`src/rtl/interrupt_controller.sv`:
```
// interrupt_controller: prioritised edge-latched interrupt controller with EPC stack; preemption via INTERRUPT_NESTING_EN
module interrupt_controller #(
   parameter int          N_SRC         = 3,
   parameter int          ADDR_BITS     = 32,
   parameter logic [31:0] VECTOR_BASE   = 32'h3020,
   parameter logic [31:0] VECTOR_STRIDE = 32'h0
) (
   input  logic                 clk,
   input  logic                 rst,
   input  logic [N_SRC-1:0]     irq_in,
   input  logic                 ie,
   input  logic                 stall,
   input  logic                 eret,
   input  logic [ADDR_BITS-1:0] pc_ret,
   output logic                 INT,
   output logic [ADDR_BITS-1:0] int_vec,
   output logic [ADDR_BITS-1:0] EPC_out,
   output logic [N_SRC-1:0]     pending,
   output logic [N_SRC-1:0]     in_service
);
`ifdef INTERRUPT_NESTING_EN
   localparam int STK  = N_SRC;
   localparam bit NEST = 1'b1;
`else
   localparam int STK  = 1;
   localparam bit NEST = 1'b0;
`endif
   localparam int PW = $clog2(N_SRC + 1);
   localparam int DW = $clog2(STK + 1);
   logic [N_SRC-1:0]     irq_prev_q, irq_prev_d, pending_q, pending_d, in_service_q, in_service_d;
   logic [DW-1:0]        depth_q, depth_d;
   logic [ADDR_BITS-1:0] stack_q [STK], stack_d [STK];
   logic [ADDR_BITS-1:0] epc_q, epc_d;
   logic [PW-1:0]        cand_prio, cur_prio, cand_idx, cur_idx;
   logic                 pop;
   always_comb begin
      cand_prio = '0;
      cur_prio  = '0;
      for (int i = 0; i < N_SRC; i++) begin
         cand_prio = pending_q[i] ? PW'(i + 1) : cand_prio;
         cur_prio  = in_service_q[i] ? PW'(i + 1) : cur_prio;
      end
      cand_idx = cand_prio - 1'b1;
      cur_idx  = cur_prio - 1'b1;
   end
   assign INT        = ie & ~stall & ~eret & ~rst & (cand_prio > cur_prio) & (NEST | ~|in_service_q);
   assign int_vec    = ADDR_BITS'(VECTOR_BASE + VECTOR_STRIDE * 32'(cand_idx));
   assign pop        = eret & (depth_q != '0);
   assign EPC_out    = epc_q;
   assign pending    = pending_q;
   assign in_service = in_service_q;
   always_comb begin
      irq_prev_d   = irq_in;
      pending_d    = pending_q;
      in_service_d = in_service_q;
      depth_d      = depth_q;
      stack_d      = stack_q;
      epc_d        = epc_q;
      if (INT) begin
         pending_d[cand_idx]    = 1'b0;
         in_service_d[cand_idx] = 1'b1;
         depth_d                = depth_q + 1'b1;
         epc_d                  = pc_ret;
         for (int s = 0; s < STK; s++)
            if (s == int'(depth_q)) stack_d[s] = pc_ret;
      end else if (pop) begin
         in_service_d[cur_idx] = 1'b0;
         depth_d               = depth_q - 1'b1;
         epc_d                 = '0;
         for (int s = 0; s < STK; s++)
            if (s + 2 == int'(depth_q)) epc_d = stack_q[s];
      end
      pending_d = pending_d | (irq_in & ~irq_prev_q);
   end
   // irq history tracks the lines during reset so a level held through reset is not an edge
   always_ff @(posedge clk) begin
      if (rst) begin
         irq_prev_q   <= irq_in;
         pending_q    <= '0;
         in_service_q <= '0;
         depth_q      <= '0;
         stack_q      <= '{default: '0};
         epc_q        <= '0;
      end else begin
         irq_prev_q   <= irq_prev_d;
         pending_q    <= pending_d;
         in_service_q <= in_service_d;
         depth_q      <= depth_d;
         stack_q      <= stack_d;
         epc_q        <= epc_d;
      end
   end
endmodule

```
`config.mk`:
```
export PLATFORM = sky130hd
export DESIGN_NAME = interrupt_controller
export DESIGN_NICKNAME = d
export VERILOG_FILES = /design/src/rtl/interrupt_controller.sv
export SDC_FILE = /design/constraint.sdc
export NUM_CORES = 1
export LEC_CHECK = 0
export CORE_ASPECT_RATIO = 0.75
export CORE_MARGIN = 1
export CORE_UTILIZATION = 39
export CTS_CLUSTER_SIZE = 12
export DETAILED_ROUTE_END_ITERATION = 10
export MAX_ROUTING_LAYER = met4
export PLACE_DENSITY = 0.83
export REMOVE_ABC_BUFFERS = 1
export SETUP_SLACK_MARGIN = 0.5
export SLEW_MARGIN = 20
export SYNTH_ARGS = -nofsm -noshare
export SYNTH_HDL_FRONTEND = slang
export SYNTH_SLANG_ARGS = --single-unit
```
`constraint.sdc`:
```
create_clock -name clk -period 2.7 [get_ports clk]
set_clock_uncertainty 0.1 [all_clocks]
set_input_delay 0.54 -clock clk [delete_from_list [all_inputs] [get_ports clk]]
set_output_delay 0.54 -clock clk [all_outputs]
set_load 0.02 [all_outputs]
```
==> metrics.txt, run 1 <==
Sw Pwr=0.340 mW; hold-fix buffers at CTS=0; Crit path arrival time=1.66 ns; reg-to-reg startpoint=pending[2]; failing checks=DRC; Place WS=-0.189 ns; unrepaired setup endpoints after global routing=true; fin crit period=2.30 ns; gr usage total=0.172; WL final=4350 um; total negative setup slack=0 ns; Worst setup EP type=primary output; Leak Pwr=1.36 nW; Cell Area, Synth=2010 um2; class of the worst hold path=reg2reg; Max Cap Viol=0; Die Ht=64.1 um; sw frac=0.269; top post-synthesis cells by area=dfxtp_1 (42%), mux2i_1 (16%), nand2_1 (12%); Yosys top cell by area=dfxtp_1; Internal=0.923 mW; first-pass GRT wire length=7110 um; kind of critical path=reg2out; status=finished with violations; # rows=22; clk_lat worst skew=0.28 ns; Routed Antenna Nets=0; Seq/Total Area, Yosys=0.419; initial antenna violation count=0; Worst Path Max Fanout=2; Req. time, crit path=2.06 ns; clk buf depth=2; Slew @ Worst Pin=0.610 ns; initial core utilization=0.407; GPL Wtd Cong=0.820; # fillers=470; count of different cell masters after synthesis=26; Synth Area in Compound Gates=0.0624; Top Ports=111; Peak VDD IR=0.000235 V; Root Buffer=clkbuf_8; DR vias/cell=4.56; vias in the first global route=1,527; Final Hold Fails=0; largest family of logic cells by synthesized area=buffers and inverters; Seq cells post-synth=42; CP startpoint=pending[2]; Gate Count Post-Synth=218; Buffers on Ports=78; largest net degree at the start of global routing=36; Pwr Density=438 nW/um2; WL/cell=12.0 um; fin crit share=0.852; hold path start=EPC_out[12]; Syn Area/Cell=9.20 um2; H-tree lvl count=2; Reg clk slew, reported paths=0.07 ns; relative slew slack=0.593; DRT Pass-1 Iters=8; Clk pwr share=0.296; drt initial violations=43; CP Launch Type=flop; ANT cells=0; Ys Warns=0; sequential share of power=0.509; via count=1,661; die width=84.8 um; Post-Synth Adder-Cell Area=0.0125; Slew Viols, Final=0; Yosys top cell area share=0.419; DRC=8; Synth-to-Final Area Change=43.7%; Final nets=346; maximum clock frequency=435 MHz; Post-Synth XOR/XNOR Area=0; post-DP HPWL=3100 um; core region area=4930 um2; CTS tree=done; mux contribution to synthesized area=0.165; final setup margin=0.400 ns; fraction of layout cells with a size suffix above 1=0.132; clk sink count=42; simple-gate share of the synthesized area=0.161; CTS buffer count=5; grt ovf=0; setup violators final=0; DIE AREA=5440 um2; Comb power frac=0.195
==> worst paths after layout <==
check	to	slack (ns)	depth (start not counted)
max	INT	0.40	6
min	EPC_out[12]	0.36	2
max reg2reg	EPC_out[5]	0.54	6
min reg2reg	EPC_out[12]	0.36	2
==> final cells by class <==
| type | count | area, um2 | share of cell area |
|---|---|---|---|
| tap | 60 | 75.1 | 0.0260 |
| timing repair buffer | 91 | 878 | 0.305 |
| clock inverter | 2 | 10.0 | 0.00347 |
| clock buffer | 5 | 68.8 | 0.0239 |
| sequential | 42 | 847 | 0.294 |
| multi-input combinational | 159 | 985 | 0.342 |
| inverter | 5 | 18.8 | 0.00651 |
==> state kept, by name, summed over array words and instances (netlist names) <==
signal,cells
depth_q,1
in_service,3
EPC_out,32
irq_prev_q,3
pending,3
==> per-layer routing <==
metal | GRT usage | vias to the layer above | routed length [um]
met1 | 0.201 | 764 | 1970
met2 | 0.294 | 76 | 2010
met4 | 0.0530 | 0 | 54
li1 | - | 814 | -
met5 | - | - | 0
met3 | 0.0439 | 7 | 316
==> through the flow <==
step	utilization	instances	hold WS, ns	area, um2	power (mW)
5_1_grt	0.585	364	0.388	2880	1.33
6_report	0.585	364	0.359	2880	1.26
4_1_cts	0.581	363	0.365	2860	1.28
2_1_floorplan	-	206	0.410	1780	0.774
3_5_place_dp	0.557	355	0.352	2740	0.890
3_3_place_gp	0.557	355	0.345	2740	0.886
==> critical path, stage by stage (launching register included) <==
cell and delay (ns):
dfxtp_2 0.32, or2_4 0.27, ha_4 0.28, nor2b_4 0.16, o2111ai_4 0.13, inv_2 0.10
buf_6 0.11
==> Yosys cell counts <==
cell,count
ha_1,2
inv_1,3
clkbuf_1,6
buf_6,1
o311ai_0,1
dfxtp_1,42
o2111ai_1,1
buf_4,32
o211ai_1,1
a21oi_1,4
nor2b_1,3
nor3b_1,3
a22o_2,1
o31ai_4,2
mux2i_1,32
inv_2,2
nor2_1,4
conb_1,2
buf_12,3
or2_2,1
o21ai_0,2
mux2_2,1
a31o_2,1
a21o_2,1
nand2_1,66
nor4_2,1
==> logic make-up (layout without fill, tap and decap cells) <==
logic type               after synthesis  in the layout
AO/OA/AOI/OAI                         14             14
adder cells (fa/ha/maj)                2              2
buffers and inverters                 47            103
flip-flops                            42             42
multiplexers                          33             33
other                                  2             32
AND/OR/NAND/NOR                       78             78
==> repair_timing <==
action | CTS | global route
endpoints found under the setup margin | 34 | 34
pin swaps | 4 | 2
buffers inserted | 1 | 1
resized for setup | 14 | 4
hold endpoints to repair | 0 | 0
==> layout by cell type (no fill, tap or decap), types with 2 or more instances in the layout <==
cell type	count
clkdlybuf4s50_1	76
nand2_1	66
dfxtp_1	39
mux2i_1	32
conb_1	32
buf_4	13
clkbuf_8	5
inv_1	3
a21oi_1	3
nor2_1	3
inv_2	2
nor2b_1	2
o21ai_0	2
o31ai_4	2
nor3b_1	2
clkinv_2	2
dfxtp_2	2
==> power groups by stage <==
stage | combinational, mW | sequential (mW) | clock, mW
global placement | 0.230 | 0.656 | 0
global route | 0.265 | 0.644 | 0.419
detailed placement | 0.234 | 0.657 | 0
CTS | 0.245 | 0.643 | 0.389
floorplan | 0.101 | 0.673 | 0
finish | 0.246 | 0.642 | 0.374
Power figures use the tool's default switching activity.
==> run 2: changes to the inputs <==
--- a/config.mk
+++ b/config.mk
@@ -5,9 +5,10 @@
 export SDC_FILE = /design/constraint.sdc
 export NUM_CORES = 1
 export LEC_CHECK = 0
+export ABC_AREA = 1
 export CORE_ASPECT_RATIO = 0.75
 export CORE_MARGIN = 1
-export CORE_UTILIZATION = 39
+export CORE_UTILIZATION = 40
 export CTS_CLUSTER_SIZE = 12
 export DETAILED_ROUTE_END_ITERATION = 10
 export MAX_ROUTING_LAYER = met4
==> run 2 against run 1 <==
Compared with the run above:
- the flow now finishes without violations
- global-route usage grew 1.9 points
- first-iteration DRC count grew 140%
- combinational power grew 3%
- routed wire length grew 15%
- core utilization grew 1.8 points
- synthesized cell count grew 9.6%
- largest cell class unchanged
- largest power group unchanged
- highest routed layer unchanged
==> metrics.txt, run 2 <==
status=complete, no violations; Synth-to-Final Area Change=41.6%; Peak VDD IR=0.000246 V; Req. time, crit path=2.06 ns; initial core utilization=0.426; DIE AREA=5640 um2; Crit path arrival time=1.57 ns; Syn Area/Cell=8.93 um2; Yosys top cell area share=0.394; most common cell in the netlist=dfxtp_1; clk sink count=42; clk buf depth=2; Final nets=363; top cells by count, synth=dfxtp_1 (42), buf_4 (32), nand3_1 (32), a21oi_2 (31), nand2_2 (30); total negative setup slack=0 ns; Cell Area, Synth=2130 um2; Max Cap Viol=0; CP Launch Type=flop; vias in the first global route=1,729; Buffers on Ports=78; die width=86.4 um; drt initial violations=103; relative slew slack=0.610; # fillers=449; Slew @ Worst Pin=0.585 ns; grt ovf=0; Leak Pwr=1.10 nW; fin crit share=0.819; Post-synth top flop=dfxtp_1; gr usage total=0.191; largest net degree at the start of global routing=38; H-tree lvl count=2; Seq cells post-synth=42; Routed Antenna Nets=0; Root Buffer=clkbuf_8; ANT cells=0; Final Hold Fails=0; CTS buffer count=5; setup violators final=0; DRT Pass-1 Iters=4; number of flip-flops in the largest register=32; DR vias/cell=4.58; Storage cell area=855 um2; # rows=22; count of different cell masters after synthesis=24; Worst path most repeated cell=nand2_4; commonest non-fill, non-tap cell in the layout=clkdlybuf4s50_1; initial antenna violation count=0; Reg clk slew, reported paths=0.08 ns; CTS tree=done; multi-input logic area=1090 um2; DRC=0; Gate Count Post-Synth=239; EDFF count, synth=0; Ys Warns=0; Yosys top cell by area=dfxtp_1; fraction of layout cells with a size suffix above 1=0.321; unrepaired setup endpoints after global routing=true; crit-path cells=nor2_4, inv_2, ha_4, nand2_4, nand2_2, nand2_4, nor2_8, buf_6; Slew Viols, Final=0; Critical Path Max Stage Delay=0.37 ns; slowest cell on the critical path=dfxtp_4; clk_lat worst skew=0.29 ns; GPL Wtd Cong=0.775; Top Ports=111; WL final=5020 um; top post-synthesis cells by area=dfxtp_1 (39%), a21oi_2 (13%), buf_4 (11%); Die Ht=65.3 um; kind of critical path=reg2out; first-pass GRT wire length=8110 um; Worst setup EP type=primary output; total power=1.28 mW; Pwr Density=423 nW/um2; Final Core Density=0.603; maximum clock frequency=452 MHz; most frequent cells in the layout=clkdlybuf4s50_1 (76), dfxtp_1 (37), nand3_1 (32), conb_1 (32), a21oi_2 (31); WL/cell=12.8 um; asr flop ratio synth=0; fin crit period=2.21 ns; post-DP HPWL=3340 um; core region area=5010 um2; Worst Path Max Fanout=3; class of the worst hold path=reg2reg; via count=1,800; Seq/Total Area, Yosys=0.394
-- run 2: cell types whose count changed after synthesis, moves of 3 or more --
cell / previous run / this run
buf_2: 0 / 3
a21oi_1: 4 / 10
nand3_1: 0 / 32
inv_1: 3 / 9
nand2_2: 0 / 30
mux2i_1: 32 / 0
nor2b_1: 3 / 0
nand2_1: 66 / 20
a21oi_2: 0 / 31
nor3b_1: 3 / 0
-- run 2: logic make-up after synthesis --
logic type | share of synthesized area
adders and majority gates | 0.0117
buffers and inverters | 0.188
DFF | 0.394
AOI/OAI and AO/OA | 0.167
and+or+nand+nor | 0.236
other | 0.00352
-- run 2: final timing paths --
path                  from             to  slack, ns  cells after the start
min          irq_prev_q[2]     pending[2]       0.38                      3
max             pending[2]            INT       0.49                      8
max reg2reg     pending[2]  in_service[1]       0.60                     10
min reg2reg  irq_prev_q[2]     pending[2]       0.38                      3
-- run 2: layout make-up --
class	instances	share of cell area
repair buffers	90	0.287
clock inverters	2	0.00331
multi-input cells	172	0.361
clock buffers	5	0.0228
inverters	10	0.0132
well taps	72	0.0298
flip-flops and latches	42	0.283
-- run 2: power breakdown --
| group | switching, mW | total [mW] | internal (mW) |
|---|---|---|---|
| Clock | 0.209 | 0.383 | 0.174 |
| Combinational | 0.139 | 0.253 | 0.113 |
| Sequential | 0.0108 | 0.642 | 0.631 |
| Total | 0.359 | 1.28 | 0.918 |
-- run 2: critical path, delay by kind of cell, from the launching register on --
| family | cells | cell delay (ns) |
|---|---|---|
| adders and majority gates | 1 | 0.29 |
| DFF | 1 | 0.37 |
| and+or+nand+nor | 5 | 0.42 |
| buffers and inverters | 2 | 0.19 |
-- run 2: timing repair --
| action | 4_1_cts | 5_1_grt |
|---|---|---|
| resized for setup | 19 | 14 |
| endpoints found under the setup margin | 18 | 22 |
| setup buffers | 4 | 3 |
| pin swaps | 5 | 7 |
| hold buffers | 0 | 0 |
-- run 2: metal layers --
layer,up-vias,GRT usage,routed length [um]
li1,882,-,-
met2,78,0.313,2280
met5,-,-,0
met3,9,0.0415,341
met1,831,0.231,2310
met4,0,0.0771,94
-- run 2: stage by stage --
step / hold slack [ns] / cell area, um2 / setup WS, ns / std cells
2_1_floorplan: 0.322 / 1880 / 0.415 / 224
4_1_cts: 0.383 / 2940 / 0.461 / 390
6_report: 0.382 / 3020 / 0.488 / 393
3_5_place_dp: 0.381 / 2790 / 0.0114 / 379
3_3_place_gp: 0.355 / 2790 / 0.0210 / 379
5_1_grt: 0.394 / 3020 / 0.421 / 393
==> run 3: changes to the inputs <==
--- a/config.mk
+++ b/config.mk
@@ -8,11 +8,11 @@
 export ABC_AREA = 1
 export CORE_ASPECT_RATIO = 0.75
 export CORE_MARGIN = 1
-export CORE_UTILIZATION = 40
+export CORE_UTILIZATION = 36
 export CTS_CLUSTER_SIZE = 12
 export DETAILED_ROUTE_END_ITERATION = 10
 export MAX_ROUTING_LAYER = met4
-export PLACE_DENSITY = 0.83
+export PLACE_DENSITY = 0.79
 export REMOVE_ABC_BUFFERS = 1
 export SETUP_SLACK_MARGIN = 0.5
 export SLEW_MARGIN = 20
==> constraint.sdc (replaced) <==
create_clock -name clk -period 1.95 [get_ports clk]
set_clock_uncertainty 0.1 [all_clocks]
set_input_delay 0.39 -clock clk [delete_from_list [all_inputs] [get_ports clk]]
set_output_delay 0.39 -clock clk [all_outputs]
set_load 0.02 [all_outputs]
==> run 3 against run 2 <==
Compared with the run above:
- the run now ends with setup timing left
- combinational power is 72% higher
- sequential share of layout area is 5.1 points lower
- final area is 22% higher
- largest cell class unchanged
==> metrics.txt, run 3 (synthesis gave the netlist of run 2 again) <==
first-pass GRT wire length=9020 um; DRC=0; relative slew slack=0.607; Peak VDD IR=0.000229 V; sw frac=0.294; failing checks=setup timing; gr usage total=0.196; Slew @ Worst Pin=0.590 ns; vias in the first global route=1,779; WHS=0.305 ns; Clk pwr share=0.311; reg-to-reg startpoint=pending[2]; post-DP HPWL=3330 um; clk_lat worst skew=0.29 ns; total power=1.92 mW; clk sink count=42; largest net degree at the start of global routing=38; number of flip-flops in the largest register=32; ANT cells=0; Pwr Density=520 nW/um2; Reg clk slew, reported paths=0.08 ns; Final nets=388; Comb power frac=0.227; CTS tree=done; grt ovf=0; clk buf depth=2; hold-fix buffers at CTS=0; # rows=23; Internal=1.36 mW; die width=90.9 um; DIE AREA=6240 um2; commonest non-fill, non-tap cell in the layout=clkdlybuf4s50_1; Die Ht=68.7 um; total negative setup slack=-0.437 ns; Leak Pwr=1.63 nW; DR vias/cell=4.60; Top Ports=111; Root Buffer=clkbuf_8; fin crit share=1.05; DRT Pass-1 Iters=4; CTS buffer count=5; initial antenna violation count=0; CP startpoint=pending[2]; placed inst area=2880 um2; Sw Pwr=0.565 mW; drt initial violations=41; Worst Path Max Fanout=3; via count=1,940; initial core utilization=0.386; Max Cap Viol=0; Buffers on Ports=78; GPL Wtd Cong=0.797; H-tree lvl count=2; CP Launch Type=flop; final setup margin=-0.100 ns; WL final=6370 um; fraction of layout cells with a size suffix above 1=0.571; sequential share of power=0.462; Synth-to-Final Area Change=73.3%; most frequent cells in the layout=clkdlybuf4s50_1 (38), dfxtp_1 (35), a21oi_2 (32), conb_1 (32), nand2_4 (30); status=finished with violations; unrepaired setup endpoints after global routing=true; Req. time, crit path=1.46 ns; setup violators final=22; core region area=5530 um2; Final Core Density=0.669; Routed Antenna Nets=0; Slew Viols, Final=0; maximum clock frequency=488 MHz; class of the worst hold path=in2reg; Finished Cell Area=3700 um2; fin crit period=2.05 ns; hold path start=rst; Crit path arrival time=1.56 ns; Worst setup EP type=primary output; kind of critical path=reg2out; Final Hold Fails=0; WL/cell=15.1 um
==> run 3: cell types whose count changed in the layout (fill, tap and decap cells not counted), sizes merged <==
cell,before,now
clkinv,2,1
clkdlybuf4s15,0,5
clkbuf,5,30
buf,14,48
clkdlybuf4s50,76,38
clkinvlp,0,1
==> run 3: per-stage QoR <==
step	setup slack, ns	cells
final	-0.100	422
after CTS	-0.0770	413
after floorplan	-0.185	224
after global placement	-0.400	391
after detailed placement	-0.445	391
after global routing	-0.161	422
==> run 3: critical path, stage by stage, from the launching register on <==
cell and delay, ns:
dfxtp_4 0.37, nor2_4 0.11, inv_2 0.06, ha_4 0.29
nand2_4 0.06, nand2_4 0.07, nand2_4 0.06, nor2_8 0.12
buf_6 0.12
==> run 3: cell type report <==
| type | instances | area (um2) |
|---|---|---|
| Clock buffer | 6 | 82.6 |
| Clock inverter | 2 | 12.5 |
| Fill cell | 483 | 1830 |
| Inverter | 10 | 37.5 |
| Multi-Input combinational cell | 172 | 1400 |
| Sequential cell | 42 | 857 |
| Tap cell | 75 | 93.8 |
| Timing Repair Buffer | 115 | 1220 |
==> run 3: timing repair <==
item	in CTS	in global routing
buffers inserted	7	7
setup endpoints to repair	78	72
pin swaps	8	36
resized for setup	143	104
gates cloned	7	2
==> run 3: power by group through the flow <==
stage / sequential (mW) / combinational [mW] / clock, mW
3_3_place_gp: 0.905 / 0.310 / 0
5_1_grt: 0.891 / 0.462 / 0.647
4_1_cts: 0.887 / 0.372 / 0.610
3_5_place_dp: 0.905 / 0.314 / 0
2_1_floorplan: 0.924 / 0.128 / 0
6_report: 0.888 / 0.436 / 0.599
==> run 3: per-layer routing <==
layer | wire, um | GRT usage | part of all wire | vias to the layer above
met4 | 81 | 0.0675 | 0.013 | 0
li1 | - | - | - | 938
met3 | 285 | 0.0351 | 0.045 | 9
met2 | 3260 | 0.326 | 0.51 | 66
met5 | 0 | - | 0 | -
met1 | 2740 | 0.246 | 0.43 | 927
==> run 3: worst paths after layout <==
| kind | end | slack (ns) | cells after the start |
|---|---|---|---|
| setup / recovery | INT | -0.10 | 8 |
| hold / removal | depth_q | 0.30 | 4 |
| setup reg to reg | EPC_out[8] | -0.04 | 13 |
| hold reg to reg | depth_q | 0.37 | 1 |
